--- config.mk ---
export PLATFORM = sky130hd
export DESIGN_NAME = io_stream_module_flat
export DESIGN_NICKNAME = d
export VERILOG_FILES = /design/src/rtl/io_stream_module_if.sv /design/src/rtl/io_stream_module.sv /design/src/flat_wrapper.sv
export SDC_FILE = /design/constraint.sdc
export NUM_CORES = 1
export LEC_CHECK = 0
export ABC_AREA = 1
export CAP_MARGIN = 20
export CORE_MARGIN = 2
export CORE_UTILIZATION = 57
export CTS_BUF_LIST = sky130_fd_sc_hd__clkbuf_2
export CTS_CLUSTER_SIZE = 14
export DETAILED_ROUTE_END_ITERATION = 10
export PLACE_DENSITY = 0.95
export SYNTH_ARGS = -nofsm -noshare
export SYNTH_HDL_FRONTEND = slang
export SYNTH_SLANG_ARGS = --single-unit
--- constraint.sdc ---
create_clock -name Clk -period 6.5 [get_ports Clk]
set_clock_uncertainty 0.15 [all_clocks]
set_input_delay 0.65 -clock Clk [delete_from_list [all_inputs] [get_ports Clk]]
set_output_delay 0.65 -clock Clk [all_outputs]
set_load 0.01 [all_outputs]
--- src/rtl/io_stream_module_if.sv ---
// Handshake bundle between the cube colour streamer and its software/engine peer.
// The slave modport is the streamer side; master is the peer driving to_hw_sig/ready.
interface io_stream_module_if #(
   parameter int DATA_W    = 30,
   parameter int NUM_CELLS = 9,
   parameter int NUM_FACES = 6
);
   localparam int FACE_W = (NUM_FACES > 1) ? $clog2(NUM_FACES) : 1;

   logic                        ready;
   logic [1:0]                  to_hw_sig;
   logic [NUM_CELLS*DATA_W-1:0] Colors;
   logic [DATA_W-1:0]           to_sw_port;
   logic [1:0]                  to_sw_sig;
   logic [FACE_W-1:0]           Face_idx;
   logic                        Face_done;
   logic                        All_done;
   logic                        Timeout_err;

   modport master (
      output ready, to_hw_sig, Colors,
      input  to_sw_port, to_sw_sig, Face_idx, Face_done, All_done, Timeout_err
   );

   modport slave (
      input  ready, to_hw_sig, Colors,
      output to_sw_port, to_sw_sig, Face_idx, Face_done, All_done, Timeout_err
   );
endinterface

--- src/rtl/io_stream_module.sv ---
// Streams a snapshot of one cube face, cell by cell, to software over a 2-bit
// handshake, with per-face/per-scan completion pulses and an optional stall timeout.
//
// state       | meaning
// ------------+-----------------------------------------------------------
// INIT        | one cycle after reset, then WAIT
// WAIT        | idle, waiting for software start code (3)
// SEND_RUBIK  | requesting the engine, waiting for ready
// GET_RUBIK   | engine ready, waiting for software to take the face (1)
// SEND_CELL   | presenting snapshot cell[cell_idx], waiting for ack (2)
// ACK_CELL    | cell acknowledged, waiting for next-cell request (1)
// ERROR       | handshake stalled too long, waiting for clear code (0)
module io_stream_module #(
   parameter int DATA_W      = 30,
   parameter int NUM_CELLS   = 9,
   parameter int NUM_FACES   = 6,
   parameter int TIMEOUT_CYC = 0
) (
   input  logic              Clk,
   input  logic              Reset_n,
   io_stream_module_if.slave bus
);
   localparam int FACE_W = (NUM_FACES > 1) ? $clog2(NUM_FACES) : 1;
   localparam int CELL_W = (NUM_CELLS > 1) ? $clog2(NUM_CELLS) : 1;
   localparam int TO_W   = (TIMEOUT_CYC > 1) ? $clog2(TIMEOUT_CYC) : 1;

   localparam logic [FACE_W-1:0] FACE_LAST = FACE_W'(NUM_FACES - 1);
   localparam logic [CELL_W-1:0] CELL_LAST = CELL_W'(NUM_CELLS - 1);
   localparam logic [TO_W-1:0]   TO_LAST   = TO_W'((TIMEOUT_CYC > 0) ? TIMEOUT_CYC - 1 : 0);

   typedef enum logic [2:0] {
      ST_INIT,
      ST_WAIT,
      ST_SEND_RUBIK,
      ST_GET_RUBIK,
      ST_SEND_CELL,
      ST_ACK_CELL,
      ST_ERROR
   } state_t;

   state_t                      state;
   logic [CELL_W-1:0]           cell_idx;
   logic [FACE_W-1:0]           face_idx;
   logic [TO_W-1:0]             to_cnt;
   logic [NUM_CELLS*DATA_W-1:0] snap;
   logic                        face_done;
   logic                        all_done;

   logic adv;
   logic timed;
   logic to_hit;

   always_comb begin
      adv   = 1'b0;
      timed = 1'b0;
      case (state)
         ST_INIT:       adv = 1'b1;
         ST_WAIT:       adv = (bus.to_hw_sig == 2'd3);
         ST_SEND_RUBIK: begin adv = bus.ready;               timed = 1'b1; end
         ST_GET_RUBIK:  begin adv = (bus.to_hw_sig == 2'd1); timed = 1'b1; end
         ST_SEND_CELL:  begin adv = (bus.to_hw_sig == 2'd2); timed = 1'b1; end
         ST_ACK_CELL:   begin adv = (bus.to_hw_sig == 2'd1); timed = 1'b1; end
         ST_ERROR:      adv = (bus.to_hw_sig == 2'd0);
         default:       adv = 1'b1;
      endcase
      // a real transition in the terminal cycle takes precedence over the timeout
      to_hit = (TIMEOUT_CYC != 0) && timed && !adv && (to_cnt == TO_LAST);
   end

   always_ff @(posedge Clk or negedge Reset_n) begin
      if (!Reset_n) begin
         state     <= ST_INIT;
         cell_idx  <= '0;
         face_idx  <= '0;
         to_cnt    <= '0;
         snap      <= '0;
         face_done <= 1'b0;
         all_done  <= 1'b0;
      end else begin
         face_done <= 1'b0;
         all_done  <= 1'b0;

         if (!timed || adv || to_hit) begin
            to_cnt <= '0;
         end else begin
            to_cnt <= to_cnt + 1'b1;
         end

         if (to_hit) begin
            state <= ST_ERROR;
         end else if (adv) begin
            case (state)
               ST_INIT:       state <= ST_WAIT;
               ST_WAIT:       state <= ST_SEND_RUBIK;
               ST_SEND_RUBIK: state <= ST_GET_RUBIK;
               ST_GET_RUBIK: begin
                  state    <= ST_SEND_CELL;
                  snap     <= bus.Colors;
                  cell_idx <= '0;
               end
               ST_SEND_CELL:  state <= ST_ACK_CELL;
               ST_ACK_CELL: begin
                  if (cell_idx == CELL_LAST) begin
                     state     <= ST_WAIT;
                     face_done <= 1'b1;
                     all_done  <= (face_idx == FACE_LAST);
                     face_idx  <= (face_idx == FACE_LAST) ? '0 : face_idx + 1'b1;
                  end else begin
                     state    <= ST_SEND_CELL;
                     cell_idx <= cell_idx + 1'b1;
                  end
               end
               ST_ERROR:      state <= ST_WAIT;
               default:       state <= ST_INIT;
            endcase
         end
      end
   end

   always_comb begin
      bus.to_sw_sig  = 2'd3;
      bus.to_sw_port = '0;
      case (state)
         ST_INIT:       bus.to_sw_sig = 2'd3;
         ST_WAIT:       bus.to_sw_sig = 2'd0;
         ST_SEND_RUBIK: bus.to_sw_sig = 2'd1;
         ST_GET_RUBIK:  bus.to_sw_sig = 2'd2;
         ST_SEND_CELL: begin
            bus.to_sw_sig  = 2'd1;
            bus.to_sw_port = snap[int'(cell_idx)*DATA_W +: DATA_W];
         end
         ST_ACK_CELL:   bus.to_sw_sig = 2'd0;
         ST_ERROR:      bus.to_sw_sig = 2'd3;
         default:       bus.to_sw_sig = 2'd3;
      endcase
   end

   assign bus.Face_idx    = face_idx;
   assign bus.Face_done   = face_done;
   assign bus.All_done    = all_done;
   assign bus.Timeout_err = (state == ST_ERROR);
endmodule

--- src/flat_wrapper.sv ---
// flat-port wrapper written by rule: the top's interface ports become plain ports
module io_stream_module_flat 
#(
   parameter int DATA_W      = 30,
   parameter int NUM_CELLS   = 9,
   parameter int NUM_FACES   = 6,
   parameter int TIMEOUT_CYC = 0
)
  (Clk, Reset_n, bus_ready, bus_to_hw_sig, bus_Colors, bus_to_sw_port, bus_to_sw_sig, bus_Face_idx, bus_Face_done, bus_All_done, bus_Timeout_err);
  io_stream_module_if #(.DATA_W(DATA_W), .NUM_CELLS(NUM_CELLS), .NUM_FACES(NUM_FACES)) bus_i ();
  input  logic Clk;
  input  logic Reset_n;
  input wire logic [$bits(bus_i.ready)-1:0] bus_ready;
  input wire logic [$bits(bus_i.to_hw_sig)-1:0] bus_to_hw_sig;
  input wire logic [$bits(bus_i.Colors)-1:0] bus_Colors;
  output wire logic [$bits(bus_i.to_sw_port)-1:0] bus_to_sw_port;
  output wire logic [$bits(bus_i.to_sw_sig)-1:0] bus_to_sw_sig;
  output wire logic [$bits(bus_i.Face_idx)-1:0] bus_Face_idx;
  output wire logic [$bits(bus_i.Face_done)-1:0] bus_Face_done;
  output wire logic [$bits(bus_i.All_done)-1:0] bus_All_done;
  output wire logic [$bits(bus_i.Timeout_err)-1:0] bus_Timeout_err;
  assign bus_i.ready = bus_ready;
  assign bus_i.to_hw_sig = bus_to_hw_sig;
  assign bus_i.Colors = bus_Colors;
  assign bus_to_sw_port = bus_i.to_sw_port;
  assign bus_to_sw_sig = bus_i.to_sw_sig;
  assign bus_Face_idx = bus_i.Face_idx;
  assign bus_Face_done = bus_i.Face_done;
  assign bus_All_done = bus_i.All_done;
  assign bus_Timeout_err = bus_i.Timeout_err;
  io_stream_module #(.DATA_W(DATA_W), .NUM_CELLS(NUM_CELLS), .NUM_FACES(NUM_FACES), .TIMEOUT_CYC(TIMEOUT_CYC)) u_core (.Clk(Clk), .Reset_n(Reset_n), .bus(bus_i));
endmodule
==> metrics.yaml <==
status: "complete, no violations"
timing.max_cap.violations: 0
worst_slew_pin_slew_ns: 1.11
cts_tree: "done"
power_frac_comb: 0.442
die_w_um: 161
peakVddDrop_v: 0.000494
fillers: 1817
avgRoutedWirePerCell_um: 16.9
yosys.area.top_type_share: 0.499
grt_pass1_wl_um: 68600
power_mw: 7.35
ys_seq_area_frac: 0.499
synth_area_leaders: "dfrtp_1, nand2_1, nand3_1"
path_depth: 9
yosysWarnings: 0
post-route-period-util: 0.761
period_needed_ns: 4.95
cp_num_buf_inv: 3
synthesis.area_um2: 14100
regArea_um2: 7060
ys_ff_latch: 282
fin_nets: 2475
routabilityCongestion: 0.907
hold_depth: 3
cts_made_buffers: 74
hold_viol: 0
yosys.area.top_type: "dfrtp_1"
grt_busiest_layer: "met2"
critPathRequiredTime_ns: 5.70
multi_input_area_um2: 6250
hold-worst-slack_ns: 0.238
syn_nets: 2218
synth-xor-area-share: 0.00124
synthMuxAreaShare: 0
dp_worst_setup_slack_ns: 1.97
hold_path_class: "in -> reg"
synthAdderAreaFrac: 0.00177
avgSynthCellArea_um2: 7.28
synth_compound_area_frac: 0.0244
post_cts_buffers: 0
grt_max_degree: 172
crit_fanout: 75
cts_buffer_depth: 3
grt_pass1_vias: 13800
cp_cell_sequence: "inv_4 -> buf_4 -> nand2_1 -> nand2_1 -> nand2_1 -> nand3_1 -> nand3_1 -> a21oi_1 -> clkdlybuf4s50_1"
cpLargestDelayFamily: "buffers and inverters"
slowest_delay_ns: 0.75
cts.sinks: 282
grt_use_met2: 0.530
clkPwrFrac: 0.153
antenna_found_initial: 2
cp.arrival_ns: 4.15
r2r_cells: 9
clkLatencyLatePin_ns: 0.80
setup_tns_ns: 0
layout_setup_ws_ns: 1.55
p_switching_mw: 3.37
leakagePower_nw: 9.17
start_kind: "flip-flop"
finalMaxSlewViolations: 0
worstSetupPathType: "reg -> out"
switching_share: 0.459
rows: 57
ys_types: 22
num_io_pins: 313
wl_um: 43500
via_count: 14300
synth_top_family_by_area: "simple AND/OR/NAND/NOR gates"
ant_nets: 0
synthSimpleGateAreaFrac: 0.413
drive_gt1_frac: 0.0603
crit_path_end_kind: "output pin"
fmax_ghz: 0.202
synthArstFlopShare: 1.00
place_area_um2: 17100
synth_cells: 1941
crit_path_frequent_cell: "nand2_1"
grt_setup_unrepaired: "false"
use_met3: 0.0609
synth_commonest_cells: "nand2_1, nand3_1, dfrtp_1"
cpMaxStageDelayCell: "dfrtp_4"
grt_use_met1: 0.422
synthFlopType: "dfrtp_1"
root_buffer: "clkbuf_2"
drtIter0Drc: 1797
initial_utilization: 0.581
port_buffers: 312
drc: 0
htreeDepth: 3
synth_most_common_cell: "nand2_1"
synthToLayoutAreaGrowth_pct: 25.2
vias_per_cell: 5.59
grt.total_usage: 0.331
dieArea_um2: 26100
max-slew-margin-rel: 0.259
core_area_um2: 24300
firstDrtPassIters: 8
power_density_nw_per_um2: 415
p_seq_frac: 0.404
power.internal_mw: 3.98
finalInstanceArea_um2: 17700
synth_edf_count: 0
setup_viol: 0
grt_overflow_total: 0
path_clk_slew_ns: 0.10
die_h_um: 161
dpl.hpwl_um: 28400
## per-stage QoR
step                      std cells   util
after floorplan                1941      -
after global placement         2442  0.700
after detailed placement       2444  0.702
after CTS                      2563  0.726
after global routing           2566  0.728
final                          2566  0.728
## placed cells by master, fill, tap and decap left out, drive strengths merged
| cell type | instances |
|---|---|
| diode | 2 |
| nand2 | 969 |
| nand3 | 378 |
| a21oi | 33 |
| nor4 | 1 |
| dfrtp | 282 |
| nor2 | 72 |
| buf | 15 |
| inv | 21 |
| clkinv | 13 |
| ha | 2 |
| xor2 | 1 |
| dlygate4sd3 | 1 |
| clkbuf | 104 |
| clkdlybuf4s50 | 311 |
| xnor2 | 1 |
| o21ai | 36 |
## routing by layer
metal / part of all wire / wire, um
met3: 0.090 / 3910
met1: 0.38 / 16600
met4: 0.057 / 2460
met5: 0 / 0
met2: 0.47 / 20500
## kinds of logic (layout without fill, tap and decap cells)
logic type               count (synthesis)  count (layout)
AO/OA/AOI/OAI                           69              69
XOR/XNOR                                 2               2
adder cells (fa/ha/maj)                  2               2
buffers and inverters                  166             465
flip-flops                             282             282
other                                    0               2
AND/OR/NAND/NOR                       1420            1420
## state kept, by name, summed over array words and instances (netlist names)
| signal | count |
|---|---|
| u_core.state | 3 |
| u_core.bus.All_done | 1 |
| u_core.bus.Face_done | 1 |
| u_core.bus.Face_idx | 3 |
| u_core.snap | 270 |
| u_core.cell_idx | 4 |
## tightest hold or removal path: stages
cell and delay [ns]:
clkdlybuf4s50_1 0.39, nand3_1 0.08, nand2_1 0.05
## timing repair
item                      in CTS  in global routing
resized for setup              0                  0
hold endpoints to repair     119                  0
hold buffers                   1                  0
## final timing paths
kind / start / end / slack, ns
setup reg to reg: u_core.state[0] / u_core.cell_idx[1] / 2.31
max in group asynchronous: Reset_n / u_core.snap[89] / 4.33
min in group asynchronous: Reset_n / u_core.snap[169] / 0.36
hold / removal: bus_Colors[254] / u_core.snap[254] / 0.24
hold reg to reg: u_core.snap[45] / u_core.snap[45] / 0.32
setup / recovery: u_core.cell_idx[0] / bus_to_sw_port[28] / 1.55
## power groups by stage
| stage | Clock, mW | Sequential [mW] | Combinational (mW) |
|---|---|---|---|
| 4_1_cts | 1.14 | 2.95 | 3.22 |
| 2_1_floorplan | 0 | 2.79 | 2.47 |
| 3_5_place_dp | 0 | 2.97 | 3.21 |
| 5_1_grt | 1.24 | 3.04 | 3.65 |
| 3_3_place_gp | 0 | 2.94 | 3.07 |
| 6_report | 1.13 | 2.97 | 3.25 |
## layout make-up
cell class,instances,share of cell area
Inverter,20,0.00481
Sequential cell,282,0.399
Timing Repair Buffer,327,0.187
Antenna cell,2,0.000283
Tap cell,324,0.0229
Clock buffer,104,0.0294
Clock inverter,14,0.00297
Multi-Input combinational cell,1493,0.353
Power figures use the tool's default switching activity.
